**config.mk**
```make
export PLATFORM = sky130hd
export DESIGN_NAME = text_console_writer_flat
export DESIGN_NICKNAME = d
export VERILOG_FILES = /design/src/rtl/text_console_writer_if.sv /design/src/rtl/text_console_writer.sv /design/src/flat_wrapper.sv
export SDC_FILE = /design/constraint.sdc
export NUM_CORES = 1
export LEC_CHECK = 0
export CAP_MARGIN = 15
export CORE_MARGIN = 5
export CORE_UTILIZATION = 60
export CTS_CLUSTER_SIZE = 16
export DETAILED_ROUTE_END_ITERATION = 16
export GPL_TIMING_DRIVEN = 0
export PLACE_DENSITY_LB_ADDON = 0.2
export SETUP_SLACK_MARGIN = 0.02
export SLEW_MARGIN = 10
export SYNTH_ARGS = -nofsm -noshare
export SYNTH_HDL_FRONTEND = slang
export SYNTH_SLANG_ARGS = --single-unit
```
**constraint.sdc**
```tcl
create_clock -name sys_clk -period 7.8 [get_ports sys_clk]
set_input_delay 1.56 -clock sys_clk [delete_from_list [all_inputs] [get_ports sys_clk]]
set_output_delay 1.56 -clock sys_clk [all_outputs]
set_load 0.01 [all_outputs]
```
**src/rtl/text_console_writer_if.sv**
```systemverilog
// ---------------------------------------------------------------------------
// text_console_writer_if
//
// Bundles the two buses of the console writer:
//   - character stream (ch_valid / ch_data / ch_ready), a valid/ready handshake
//     from a keyboard, UART or CPU character source;
//   - character RAM port (vram_we / vram_addr / vram_wdata / vram_rdata), where
//     vram_rdata is an asynchronous read of vram_addr.
//
// Modports:
//   slave  - the console writer: consumes characters, drives the RAM port.
//   master - the environment: character source plus character RAM.
//
// Parameter:
//   AW - character RAM address width.
// ---------------------------------------------------------------------------
interface text_console_writer_if #(
    parameter int AW = 13
);
    logic          ch_valid;
    logic [6:0]    ch_data;
    logic          ch_ready;
    logic          vram_we;
    logic [AW-1:0] vram_addr;
    logic [6:0]    vram_wdata;
    logic [6:0]    vram_rdata;

    modport slave (
        input  ch_valid,
        input  ch_data,
        output ch_ready,
        output vram_we,
        output vram_addr,
        output vram_wdata,
        input  vram_rdata
    );

    modport master (
        output ch_valid,
        output ch_data,
        input  ch_ready,
        input  vram_we,
        input  vram_addr,
        input  vram_wdata,
        output vram_rdata
    );
endinterface

```
**src/rtl/text_console_writer.sv**
```systemverilog
// ---------------------------------------------------------------------------
// text_console_writer
//
// Producer side of an 80x60 text-mode character RAM. Accepts 7-bit ASCII
// characters, keeps a cursor, writes glyph codes into the RAM and interprets
// CR, LF, BS and FF. Moving past the last row scrolls the screen up one row
// (read/write copy of rows 1..59 onto 0..58, then blank row 59).
//
// Ports:
//   sys_clk  - system clock
//   clrn     - asynchronous active-low reset
//   bus      - text_console_writer_if.slave (character stream + RAM port)
//   cur_row  - cursor row, 0..ROWS-1
//   cur_col  - cursor column, 0..COLS-1
//   busy     - scroll or clear in progress
//
// Build option:
//   CONSOLE_CLEAR_ON_RESET_EN - when defined, the screen is blanked (CLR)
//   right after reset instead of starting idle with RAM untouched.
// ---------------------------------------------------------------------------
module text_console_writer #(
    parameter int         COLS  = 80,
    parameter int         ROWS  = 60,
    parameter int         AW    = 13,
    parameter logic [6:0] BLANK = 7'h20
) (
    input  logic                   sys_clk,
    input  logic                   clrn,
    text_console_writer_if.slave   bus,
    output logic [5:0]             cur_row,
    output logic [6:0]             cur_col,
    output logic                   busy
);

    typedef enum logic [2:0] {IDLE, PUT, SCR_RD, SCR_WR, SCR_CLR, CLR} state_t;

`ifdef CONSOLE_CLEAR_ON_RESET_EN
    localparam state_t RESET_STATE = CLR;
`else
    localparam state_t RESET_STATE = IDLE;
`endif

    localparam logic [AW-1:0] SCR_CELLS = AW'((ROWS - 1) * COLS);
    localparam logic [AW-1:0] ALL_CELLS = AW'(ROWS * COLS);
    localparam logic [AW-1:0] ROW_STEP  = AW'(COLS);
    localparam logic [5:0]    LAST_ROW  = 6'(ROWS - 1);
    localparam logic [6:0]    LAST_COL  = 7'(COLS - 1);

    localparam logic [6:0] CH_BS = 7'h08;
    localparam logic [6:0] CH_LF = 7'h0A;
    localparam logic [6:0] CH_FF = 7'h0C;
    localparam logic [6:0] CH_CR = 7'h0D;

    state_t        state_reg, state_next;
    logic [5:0]    row_reg, row_next;
    logic [6:0]    col_reg, col_next;
    logic [AW-1:0] idx_reg, idx_next;     // cell index for scroll / clear
    logic [6:0]    char_reg, char_next;   // accepted character
    logic [6:0]    hold_reg, hold_next;   // cell read during scroll

    logic          we;
    logic [AW-1:0] addr;
    logic [6:0]    wdata;
    logic          printable;
    logic [AW-1:0] row_ext;
    logic [AW-1:0] cursor_addr;

    // row*80 as shift-and-add; this form assumes COLS == 80.
    assign row_ext     = AW'(row_reg);
    assign cursor_addr = (row_ext << 6) + (row_ext << 4) + AW'(col_reg);

    assign printable = (bus.ch_data >= 7'h20) && (bus.ch_data != 7'h7F);

    always_ff @(posedge sys_clk or negedge clrn) begin
        if (!clrn) begin
            state_reg <= RESET_STATE;
            row_reg   <= '0;
            col_reg   <= '0;
            idx_reg   <= '0;
            char_reg  <= '0;
            hold_reg  <= '0;
        end else begin
            state_reg <= state_next;
            row_reg   <= row_next;
            col_reg   <= col_next;
            idx_reg   <= idx_next;
            char_reg  <= char_next;
            hold_reg  <= hold_next;
        end
    end

    always_comb begin
        state_next = state_reg;
        row_next   = row_reg;
        col_next   = col_reg;
        idx_next   = idx_reg;
        char_next  = char_reg;
        hold_next  = hold_reg;
        we         = 1'b0;
        addr       = '0;
        wdata      = '0;

        case (state_reg)
            IDLE: begin
                // ch_ready is high here, so ch_valid alone means a transfer.
                // Control codes are resolved on the accept edge itself.
                if (bus.ch_valid) begin
                    char_next = bus.ch_data;
                    if (printable) begin
                        state_next = PUT;
                    end else begin
                        case (bus.ch_data)
                            CH_LF: begin
                                col_next = '0;
                                if (row_reg < LAST_ROW) begin
                                    row_next = row_reg + 6'd1;
                                end else begin
                                    idx_next   = '0;
                                    state_next = SCR_RD;
                                end
                            end
                            CH_CR: col_next = '0;
                            CH_BS: begin
                                // No reverse wrap onto the previous row.
                                if (col_reg != '0) begin
                                    col_next   = col_reg - 7'd1;
                                    state_next = PUT;
                                end
                            end
                            CH_FF: begin
                                row_next   = '0;
                                col_next   = '0;
                                idx_next   = '0;
                                state_next = CLR;
                            end
                            default: ;
                        endcase
                    end
                end
            end

            PUT: begin
                we         = 1'b1;
                addr       = cursor_addr;
                state_next = IDLE;
                if (char_reg == CH_BS) begin
                    // Erase at the already-decremented cursor, no advance.
                    wdata = BLANK;
                end else begin
                    wdata = char_reg;
                    if (col_reg < LAST_COL) begin
                        col_next = col_reg + 7'd1;
                    end else begin
                        col_next = '0;
                        if (row_reg < LAST_ROW) begin
                            row_next = row_reg + 6'd1;
                        end else begin
                            idx_next   = '0;
                            state_next = SCR_RD;
                        end
                    end
                end
            end

            SCR_RD: begin
                // RAM read is combinational, so the cell below is captured now.
                addr       = idx_reg + ROW_STEP;
                hold_next  = bus.vram_rdata;
                state_next = SCR_WR;
            end

            SCR_WR: begin
                we         = 1'b1;
                addr       = idx_reg;
                wdata      = hold_reg;
                idx_next   = idx_reg + 1'b1;
                // idx continues into SCR_CLR at the first cell of the last row.
                state_next = (idx_reg == SCR_CELLS - 1'b1) ? SCR_CLR : SCR_RD;
            end

            SCR_CLR, CLR: begin
                we       = 1'b1;
                addr     = idx_reg;
                wdata    = BLANK;
                idx_next = idx_reg + 1'b1;
                if (idx_reg == ALL_CELLS - 1'b1) begin
                    idx_next   = '0;
                    state_next = IDLE;
                end
            end

            default: state_next = IDLE;
        endcase
    end

    assign bus.ch_ready   = (state_reg == IDLE);
    assign bus.vram_we    = we;
    assign bus.vram_addr  = addr;
    assign bus.vram_wdata = wdata;
    assign busy           = (state_reg == SCR_RD) || (state_reg == SCR_WR) ||
                            (state_reg == SCR_CLR) || (state_reg == CLR);
    assign cur_row        = row_reg;
    assign cur_col        = col_reg;

endmodule

```
**src/flat_wrapper.sv**
```systemverilog
// flat-port wrapper written by rule: the top's interface ports become plain ports
module text_console_writer_flat 
#(
    parameter int         COLS  = 80,
    parameter int         ROWS  = 60,
    parameter int         AW    = 13,
    parameter logic [6:0] BLANK = 7'h20
)
  (sys_clk, clrn, cur_row, cur_col, busy, bus_ch_valid, bus_ch_data, bus_ch_ready, bus_vram_we, bus_vram_addr, bus_vram_wdata, bus_vram_rdata);
  text_console_writer_if #(.AW(AW)) bus_i ();
  input  logic sys_clk;
  input  logic clrn;
  output logic [5:0] cur_row;
  output logic [6:0] cur_col;
  output logic busy;
  input wire logic [$bits(bus_i.ch_valid)-1:0] bus_ch_valid;
  input wire logic [$bits(bus_i.ch_data)-1:0] bus_ch_data;
  output wire logic [$bits(bus_i.ch_ready)-1:0] bus_ch_ready;
  output wire logic [$bits(bus_i.vram_we)-1:0] bus_vram_we;
  output wire logic [$bits(bus_i.vram_addr)-1:0] bus_vram_addr;
  output wire logic [$bits(bus_i.vram_wdata)-1:0] bus_vram_wdata;
  input wire logic [$bits(bus_i.vram_rdata)-1:0] bus_vram_rdata;
  assign bus_i.ch_valid = bus_ch_valid;
  assign bus_i.ch_data = bus_ch_data;
  assign bus_ch_ready = bus_i.ch_ready;
  assign bus_vram_we = bus_i.vram_we;
  assign bus_vram_addr = bus_i.vram_addr;
  assign bus_vram_wdata = bus_i.vram_wdata;
  assign bus_i.vram_rdata = bus_vram_rdata;
  text_console_writer #(.COLS(COLS), .ROWS(ROWS), .AW(AW), .BLANK(BLANK)) u_core (.sys_clk(sys_clk), .clrn(clrn), .bus(bus_i), .cur_row(cur_row), .cur_col(cur_col), .busy(busy));
endmodule
```
==> qor.csv <==
stage,metric,value,unit
global_route,grt_pass1_wl,17.60,mm
synthesis,synth_cell_type_count,76,
power_and_ir_drop,clkPwrFrac,19.7,%
floorplan,io_pins,53,
critical_path,r2r_slack,5.38,ns
power_and_ir_drop,power_density,244.1,mW/mm^2
power_and_ir_drop,power_frac_seq,32.3,%
synthesis,post-synth-top-count-cell,nand2_1,
synthesis,synth_ff_type,dfrtp_1,
critical_path,crit_fanout,7,
critical_path,r2r-end,u_core.state_reg[0],
clocking,max-clock-path-buffers,2,
min_path,hold_class,flop to flop,
routing,first_pass_iters,5,
routing,routed_via_density,6.524,
sta,finalClockSkew,0.008688,ns
floorplan,row_count,28,
power_and_ir_drop,vdd_drop_max,0.1795,mV
floorplan,die_y,89.08,um
floorplan,core_area,0.005991,sq mm
synthesis,syn_area_per_cell,8.432,sq um
synthesis,yosys_register_bits,43,
critical_path,path_class,flop to primary output,
sta,fin_crit_sh,66.12,%
routing,routed.top_layer,met4,
sta,slew_viol_final,0,
global_route,gr-usage-all-layers,28.30,%
critical_path,worst_ep_required_time,6.24,ns
power_and_ir_drop,pwr-share-comb,48.0,%
synthesis,synth_area_leaders,"dfrtp_1 (29%), ha_1 (6.0%), nand2_1 (5.0%), nor2_1 (3.1%), o22ai_1 (2.7%)",
cells_and_area,antenna_cells,0,
clocking,postCtsSetupBuffers,0,
cells_and_area,multi_input_area,0.002416,sq mm
min_path,whs_path_depth,2,
synthesis,synth_common_cells,"nand2_1 (50), dfrtp_1 (43), nor2_1 (31), inv_1 (23), o21ai_0 (19)",
clocking,postCtsHoldBufs,0,
cells_and_area,final_nets,539,
cells_and_area,largest_register_ffs,13,
run,cap_violations,0,
clocking,clk_latency,0.31,ns
clocking,cts_root_buf,clkbuf_8,
placement,port_buffers,49,
sta,tns,0,ns
power_and_ir_drop,netSwitchingFraction,40.43,%
synthesis,syn_area,0.003752,sq mm
placement,placed_area,0.004359,sq mm
power_and_ir_drop,p_int,0.0006537,W
synthesis,syn_nets,482,
routing,drtIter0Drc,349,
synthesis,yosysTopAreaCell,dfrtp_1,
run_status,status,completed,
clocking,numCtsBuffers,5,
routing,avgRoutedWirePerCell,18.53,um
cells_and_area,filler_cell_count,459,
routing,ant_nets,0,
synthesis,syn_inst,445,
cells_and_area,regArea,0.001076,sq mm
routing,dr_wl_met2,5.049,mm
routing,met1_length,4.652,mm
power_and_ir_drop,power_switching,0.0004437,W
sta,max_freq,193.9,MHz
clocking,cts_resized,0,
synthesis,ys_async_sr_fraction,100.0,%
sta,rsz0062_at_grt,false,
routing,finalWirelength,10.71,mm
clocking,cts_tree,built,
floorplan,initial_core_util,62.64,%
sta,max-slew-margin-rel,37.87,%
global_route,grt_max_degree,24,
cells_and_area,final_cell_area,0.004496,sq mm
clocking,clk_pin_slew,0.09,ns
sta,min_period,5.157,ns
synthesis,synth_edf_count,0,
synthesis,yosys_warnings,0,
critical_path,cp-endpoint,bus_vram_addr[11],
cells_and_area,layout-drive-gt1-share,11.13,%
routing,drc,0,
placement,routabilityCongestion,0.9626,
global_route,antenna_found_initial,0,
synthesis,yosysSeqAreaShare,28.68,%
cells_and_area,area_growth,19.81,%
critical_path,critPathLaunch,u_core.cur_row[0],
routing,met3_length,860,um
clocking,clock_sinks,43,
floorplan,die-area,0.007935,sq mm
critical_path,cp.arrival,3.60,ns
global_route,grt_pass1_vias,3594,
critical_path,r2r_start,u_core.idx_reg[5],
clocking,h-tree-depth,2,
power_and_ir_drop,leakagePower,1.836,nW
critical_path,worstSetupEndpointType,primary output,
placement,hpwl,7.870,mm
sta,holdWs,0.4929,ns
critical_path,worst_setup_path_start_kind,flop,
global_route,grt.overflow.total,0,
routing,vias,3771,
floorplan,chipWidth,89.08,um
sta,finalHoldViolCount,0,
sta,setup_viol,0,
critical_path,reg2regPathDepth,8,
sta,tightest_slew,0.9235,ns
synthesis,synth_top_area_share,28.68,%
[power groups by stage]
stage	sequential, W	combinational (W)	clock [W]
final	0.000354	0.000527	0.000216
after global routing	0.000364	0.000578	0.000226
after CTS	0.000351	0.000523	0.000217
after detailed placement	0.000355	0.000515	0
after global placement	0.000353	0.000499	0
after floorplan	0.000339	0.000337	0
[layer usage]
layer / up-vias / track usage [%]
met5: - / 0
met4: 0 / 8.254
met3: 12 / 4.055
met2: 195 / 45.08
met1: 1806 / 40.03
li1: 1758 / -
[critical path: stages (launching register included)]
cell	delay (ns)
dfrtp_1	0.47
inv_1	0.10
fa_1	0.53
inv_1	0.06
fa_1	0.46
a21o_1	0.19
a21o_1	0.20
a21oi_1	0.18
mux2_2	0.35
o211ai_1	0.16
clkdlybuf4s50_1	0.57
[area by class of cell]
| cell class | count | share of cell area [%] |
|---|---|---|
| multi-input combinational | 346 | 53.74 |
| sequential | 43 | 23.94 |
| timing repair buffer | 50 | 11.41 |
| buffer | 32 | 3.785 |
| tap | 75 | 2.087 |
| inverter | 24 | 2.004 |
| clock buffer | 5 | 1.531 |
| clock inverter | 3 | 1.503 |
[cells in the final DEF, fill, tap and decap left out, drive strengths merged, types with 4 or more instances in the layout]
master,n
o21ai,27
a22o,4
nand2,50
nand4,4
o22ai,17
xnor2,7
a22oi,9
dfrtp,43
a31oi,5
nor2b,4
nor3b,6
mux2i,7
and3,5
inv,24
a211oi,5
ha,18
nor4b,6
nor2,31
mux2,9
o211ai,5
or3,4
o21a,4
nor3,14
a21oi,19
o31ai,11
clkdlybuf4s50,48
nand3,12
clkbuf,23
buf,16
nand2b,9
a21o,6
[logic make-up (layout without fill, tap and decap cells)]
logic type / after synthesis / count (layout) / share of synthesized area [%]
compound gates: 138 / 138 / 27.21
xor+xnor: 9 / 9 / 2.101
fa+ha+maj: 20 / 20 / 7.069
buf+inv: 56 / 114 / 6.935
flops: 43 / 43 / 28.68
mux: 16 / 16 / 4.668
simple gates: 163 / 163 / 23.34
[stage by stage]
| stage | utilization, % | cells | worst slack (ns) | power (W) |
|---|---|---|---|---|
| detailed placement | 72.77 | 570 | 2.994 | 0.0008699 |
| global placement | 72.39 | 569 | 3.043 | 0.0008522 |
| CTS | 75.04 | 578 | 2.638 | 0.001091 |
| global route | 75.04 | 578 | 2.537 | 0.001169 |
| floorplan | - | 445 | 3.577 | 0.0006760 |
| finish | 75.04 | 578 | 2.643 | 0.001097 |
[worst min-delay path by stage]
stage | from | slack, ns | end
after floorplan | u_core.hold_reg[0] | 0.45 | u_core.hold_reg[0]
after global placement | u_core.hold_reg[0] | 0.46 | u_core.hold_reg[0]
after detailed placement | u_core.hold_reg[0] | 0.47 | u_core.hold_reg[0]
after CTS | u_core.hold_reg[0] | 0.50 | u_core.hold_reg[0]
after global routing | u_core.hold_reg[2] | 0.52 | u_core.hold_reg[2]
final | u_core.hold_reg[0] | 0.49 | u_core.hold_reg[0]
Power figures use the tool's default switching activity.
==> patch 1, RTL diff (same settings) <==
The 6 states of `state_t` get a Gray code encoding in 3 bits.
--- a/src/rtl/text_console_writer.sv
+++ b/src/rtl/text_console_writer.sv
@@ -34,3 +34,3 @@
 
-    typedef enum logic [2:0] {IDLE, PUT, SCR_RD, SCR_WR, SCR_CLR, CLR} state_t;
+    typedef enum logic [2:0] {IDLE = 3'b000, PUT = 3'b001, SCR_RD = 3'b011, SCR_WR = 3'b010, SCR_CLR = 3'b110, CLR = 3'b111} state_t;
 
Behaviour: no difference found for any inputs over 4 cycles, from zero or initial values; so few cycles prove little.
==> patch 1 against the unedited design <==
Synthesized area shrank 12%. Sequential cell count is the same. Non-clock buffer count shrank 8. Register-to-register slack lost 0.16 ns. Global-route usage shrank 4.0 points. Worst setup slack gained 0.16 ns. First-iteration DRC count shrank 28%. Synthesized cell count shrank 13%. Wire length shrank 19%. Sequential share of layout area grew 2.8 points. Cell area shrank 11%. Critical endpoint unchanged. Highest routed layer unchanged.
Power is not compared: it rests on default switching activity, and its combinational part moved more than twofold at a synthesized area within 25%.
==> patch 1: results (changes against the unedited design) <==
Worst hold path
  • Worst Hold Depth: 1 (was 2)
  • Worst Hold Path EP: u_core.hold_reg[4]$_DFFE_PN0P_ (was u_core.hold_reg[0]$_DFFE_PN0P_)
  • HP Start: u_core.hold_reg[4]$_DFFE_PN0P_ (was u_core.hold_reg[0]$_DFFE_PN0P_)

Placement
  • I/O Buffers: 51 (was 49)
  • DP Cell Count: 513 (was 570)
  • DP Wirelength: 6.49 mm (was 7.87 mm)
  • GPL Wtd Cong: 0.870 (was 0.963)

Status
  • Status: completed (unchanged)

Synth
  • Commonest cells post-synth: nand2_1 (47), dfrtp_1 (43), o21ai_0 (33), nor2_1 (28), a21oi_1 (20) (was nand2_1 (50), dfrtp_1 (43), nor2_1 (31), inv_1 (23), o21ai_0 (19))
  • Netlist cell types: 68 (was 76)
  • Post-synth net total: 426 (was 482)
  • Sequential fraction of the synthesis area: 32.6% (was 28.7%)
  • Top post-synthesis cells by area: dfrtp_1 (33%), ha_1 (6.8%), nand2_1 (5.3%), o21ai_0 (5.0%), mux2_2 (4.8%) (was dfrtp_1 (29%), ha_1 (6.0%), nand2_1 (5.0%), nor2_1 (3.1%), o22ai_1 (2.7%))

Global route
  • Vias in the first global route: 3167 (was 3594)
  • Global-route wire length before repair: 14.3 mm (was 17.6 mm)
  • Gr usage total: 24.3% (was 28.3%)

Worst setup path
  • CP startpoint: u_core.cur_row[2]$_DFFE_PN0P_ (was u_core.cur_row[0]$_DFFE_PN0P_)
  • Max stage delay on crit path: 0.56 ns
  • Worst reg2reg setup slack: 5.22 ns (was 5.38 ns)
  • R2r endpoint: u_core.idx_reg[7]$_DFFE_PN0P_ (was u_core.state_reg[0]$_DFFE_PN0P_)

Routing
  • Via Count: 3252 (was 3771)
  • 1st-iter DRT viols: 251 (was 349)
  • Vias per inst: 6.24 (was 6.52)

Timing
  • Fin Clk Skew: 0.00806 ns (was 0.00869 ns)

Clock network
  • Postcts setup bufs: 0 (unchanged)

Layout
  • Share of cells above drive strength 1: 8.91% (was 11.1%)
  • Final #Nets: 485 (was 539)
-- patch 1: cells by family (layout without fill, tap and decap cells) --
kind of cell    count (synthesis)  after routing  share of synthesized area [%]
fa+ha+maj                      20             20                           8.04
buf+inv                        35             95                           4.17
xor+xnor                       14             14                           3.72
flops                          43             43                           32.6
compound gates                128            128                           25.1
mux                            15             15                           5.08
simple gates                  134            134                           21.3
-- patch 1: stage by stage --
step                setup slack, ns  util (%)  hold slack [ns]  area, um^2
floorplan                      3.70         -            0.471        3300
global placement               3.19      71.7            0.489        3900
detailed placement             3.16      72.1            0.502        3920
CTS                            2.80      73.9            0.526        4020
global route                   2.61      73.9            0.550        4020
finish                         2.80      73.9            0.522        4020
-- patch 1: area by class of cell --
type	count	area, um^2
multi-input combinational	311	2090
clock inverter	3	26.3
tap	72	90.1
timing repair buffer	52	533
inverter	13	48.8
clock buffer	5	68.8
fill	409	1420
sequential	43	1080
buffer	22	88.8
-- patch 1: where the power goes --
part	leakage (nW)	switching, W	total (W)	internal, W
Clock	0.0491	0.0000879	0.000154	0.0000660
Combinational	1.18	0.0000112	0.0000226	0.0000114
Sequential	0.533	0.00000105	0.000226	0.000225
-- patch 1: worst reg2reg max path: stages, from the launching register on --
cell      delay (ns)
dfrtp_1         0.46
ha_1            0.24
and4_1          0.29
nand2_1         0.12
o41ai_1         0.58
clkbuf_1        0.45
nor2_1          0.09
o21ai_0         0.14
o21ai_0         0.10
-- patch 1: routing by layer --
metal | track usage (%) | part of all wire (%) | vias up
li1 | - | - | 1553
met1 | 32.3 | 44 | 1554
met2 | 40.0 | 49 | 133
met3 | 4.22 | 6.3 | 12
met4 | 8.63 | 1.3 | 0
met5 | 0 | 0 | -
==> patch 2, RTL diff (same settings) <==
Made on the original files. `AW` is set to 13 in 3 places; all go to 14.
--- a/src/rtl/text_console_writer_if.sv
+++ b/src/rtl/text_console_writer_if.sv
@@ -17,3 +17,3 @@
 interface text_console_writer_if #(
-    parameter int AW = 13
+    parameter int AW = 14
 );
--- a/src/rtl/text_console_writer.sv
+++ b/src/rtl/text_console_writer.sv
@@ -23,3 +23,3 @@
     parameter int         ROWS  = 60,
-    parameter int         AW    = 13,
+    parameter int         AW    = 14,
     parameter logic [6:0] BLANK = 7'h20
--- a/src/flat_wrapper.sv
+++ b/src/flat_wrapper.sv
@@ -5,3 +5,3 @@
     parameter int         ROWS  = 60,
-    parameter int         AW    = 13,
+    parameter int         AW    = 14,
     parameter logic [6:0] BLANK = 7'h20
Interface: changed (resized bus_vram_addr); port bits go from 53 to 54. The function was not compared with the original's and may differ.
==> patch 2 against the unedited design <==
Sequential cell count rose by 1. Synthesized area shrank 6.1%. Cell area down 5.3%. Global-route usage is 0.85 points lower. Wire length fell by 9.8%. Die area decreased by 5.4%. Count of clock-buffer cells in the layout stayed put. Worst setup slack better by 0.53 ns.
Power is not compared: it rests on default switching activity, and its combinational part moved more than twofold at a synthesized area within 25%.
==> patch 2: results (changes against the unedited design) <==
Layout
  • Multi-input gates: 357 (was 346)
  • Non-clk bufs: 78 (was 82)
  • Largest register FFs: 14 (was 13)
  • Seq. cell area: 0.00110 mm^2 (was 0.00108 mm^2)
  • Layout filler cell count: 488 (was 459)
  • # diodes: 0 (unchanged)
  • Fraction of area in non-clock buffers: 15.0% (was 15.2%)
  • Fraction of area in multi-input gates: 53.1% (was 53.7%)
  • Core Util, Final: 73.2% (was 75.0%)
  • Invs w/o clock: 13 (was 24)
  • Share of cells above drive strength 1: 7.00% (was 11.1%)

Routing
  • 1st-iter DRT viols: 340 (was 349)
  • Routed length per instance: 16.8 um (was 18.5 um)
  • Drt pass-1 iters: 7 (was 5)
  • Vias per inst: 6.26 (was 6.52)
  • Via Count: 3597 (was 3771)

Timing
  • Fmax: 216 MHz (was 194 MHz)
  • Worst hold slack: 0.492 ns (was 0.493 ns)
  • Fin Clk Skew: 0.00769 ns (was 0.00869 ns)
  • Slew HR: 48.4% (was 37.9%)

Worst setup path
  • R2r endpoint: u_core.cur_col[3]$_DFFE_PN0P_ (was u_core.state_reg[0]$_DFFE_PN0P_)
  • CP Max Fanout: 10 (was 7)
  • Worst reg2reg setup slack: 5.26 ns (was 5.38 ns)
  • Worst Path Arrival: 3.06 ns (was 3.60 ns)
  • Worst R2R Start: u_core.state_reg[1]$_DFFE_PN0P_ (was u_core.idx_reg[5]$_DFFE_PN0P_)
  • CP startpoint: u_core.cur_row[2]$_DFFE_PN0P_ (was u_core.cur_row[0]$_DFFE_PN0P_)

Worst hold path
  • Worst Hold Path EP: u_core.hold_reg[5]$_DFFE_PN0P_ (was u_core.hold_reg[0]$_DFFE_PN0P_)
  • HP Start: u_core.hold_reg[5]$_DFFE_PN0P_ (was u_core.hold_reg[0]$_DFFE_PN0P_)

Global route
  • Largest net degree at the start of global routing: 35 (was 24)
  • Global-route wire length before repair: 16.8 mm (was 17.6 mm)
  • Vias in the first global route: 3488 (was 3594)
  • Gr usage total: 27.5% (was 28.3%)

Placement
  • GPL Wtd Cong: 0.946 (was 0.963)
  • Post-DP Area: 0.00414 mm^2 (was 0.00436 mm^2)
  • DP Worst Slack: 3.49 ns (was 2.99 ns)
  • DP Wirelength: 7.26 mm (was 7.87 mm)
  • I/O Buffers: 51 (was 49)

Synth
  • Sequential fraction of the synthesis area: 31.3% (was 28.7%)
  • Synth Instances: 440 (was 445)
  • Post-synth net total: 473 (was 482)
  • Top post-synthesis cells by area: dfrtp_1 (31%), nand2_1 (6.9%), a21oi_1 (5.8%), ha_1 (5.0%), nor2_1 (3.9%) (was dfrtp_1 (29%), ha_1 (6.0%), nand2_1 (5.0%), nor2_1 (3.1%), o22ai_1 (2.7%))
  • Commonest cells post-synth: nand2_1 (65), dfrtp_1 (44), a21oi_1 (41), nor2_1 (37), o21ai_0 (25) (was nand2_1 (50), dfrtp_1 (43), nor2_1 (31), inv_1 (23), o21ai_0 (19))
  • Netlist cell types: 65 (was 76)
  • FF+latch count, synth: 44 (was 43)

Status
  • Status: completed (unchanged)

Clock network
  • CTS Buf Count: 5 (unchanged)
==> patch 2: critical path: stages (launching register included) <==
cell and delay, ns:
dfrtp_1 0.49, ha_1 0.25, fa_1 0.40, a21o_1 0.18, a21oi_1 0.23, xnor2_1 0.22, nand3_1 0.15, xnor2_1 0.14
o21ai_0 0.13, clkdlybuf4s50_1 0.56
==> patch 2: metal layers <==
metal	share of wire [%]	routed length [um]	track usage, %	vias to the layer above
met1	44	4300	38.4	1710
li1	-	-	-	1725
met5	0.23	22	3.50	-
met2	47	4580	44.2	150
met4	1.0	99	7.08	2
met3	6.9	663	4.09	10
==> patch 2: cells by family after synthesis <==
| logic type | after synthesis | share of synthesized area, % |
|---|---|---|
| AND/OR/NAND/NOR | 177 | 24.3 |
| AO/OA/AOI/OAI | 136 | 26.0 |
| flip-flops | 44 | 31.3 |
| buffers and inverters | 39 | 4.62 |
| adder cells (fa/ha/maj) | 16 | 6.11 |
| XOR/XNOR | 14 | 3.48 |
| multiplexers | 14 | 4.19 |
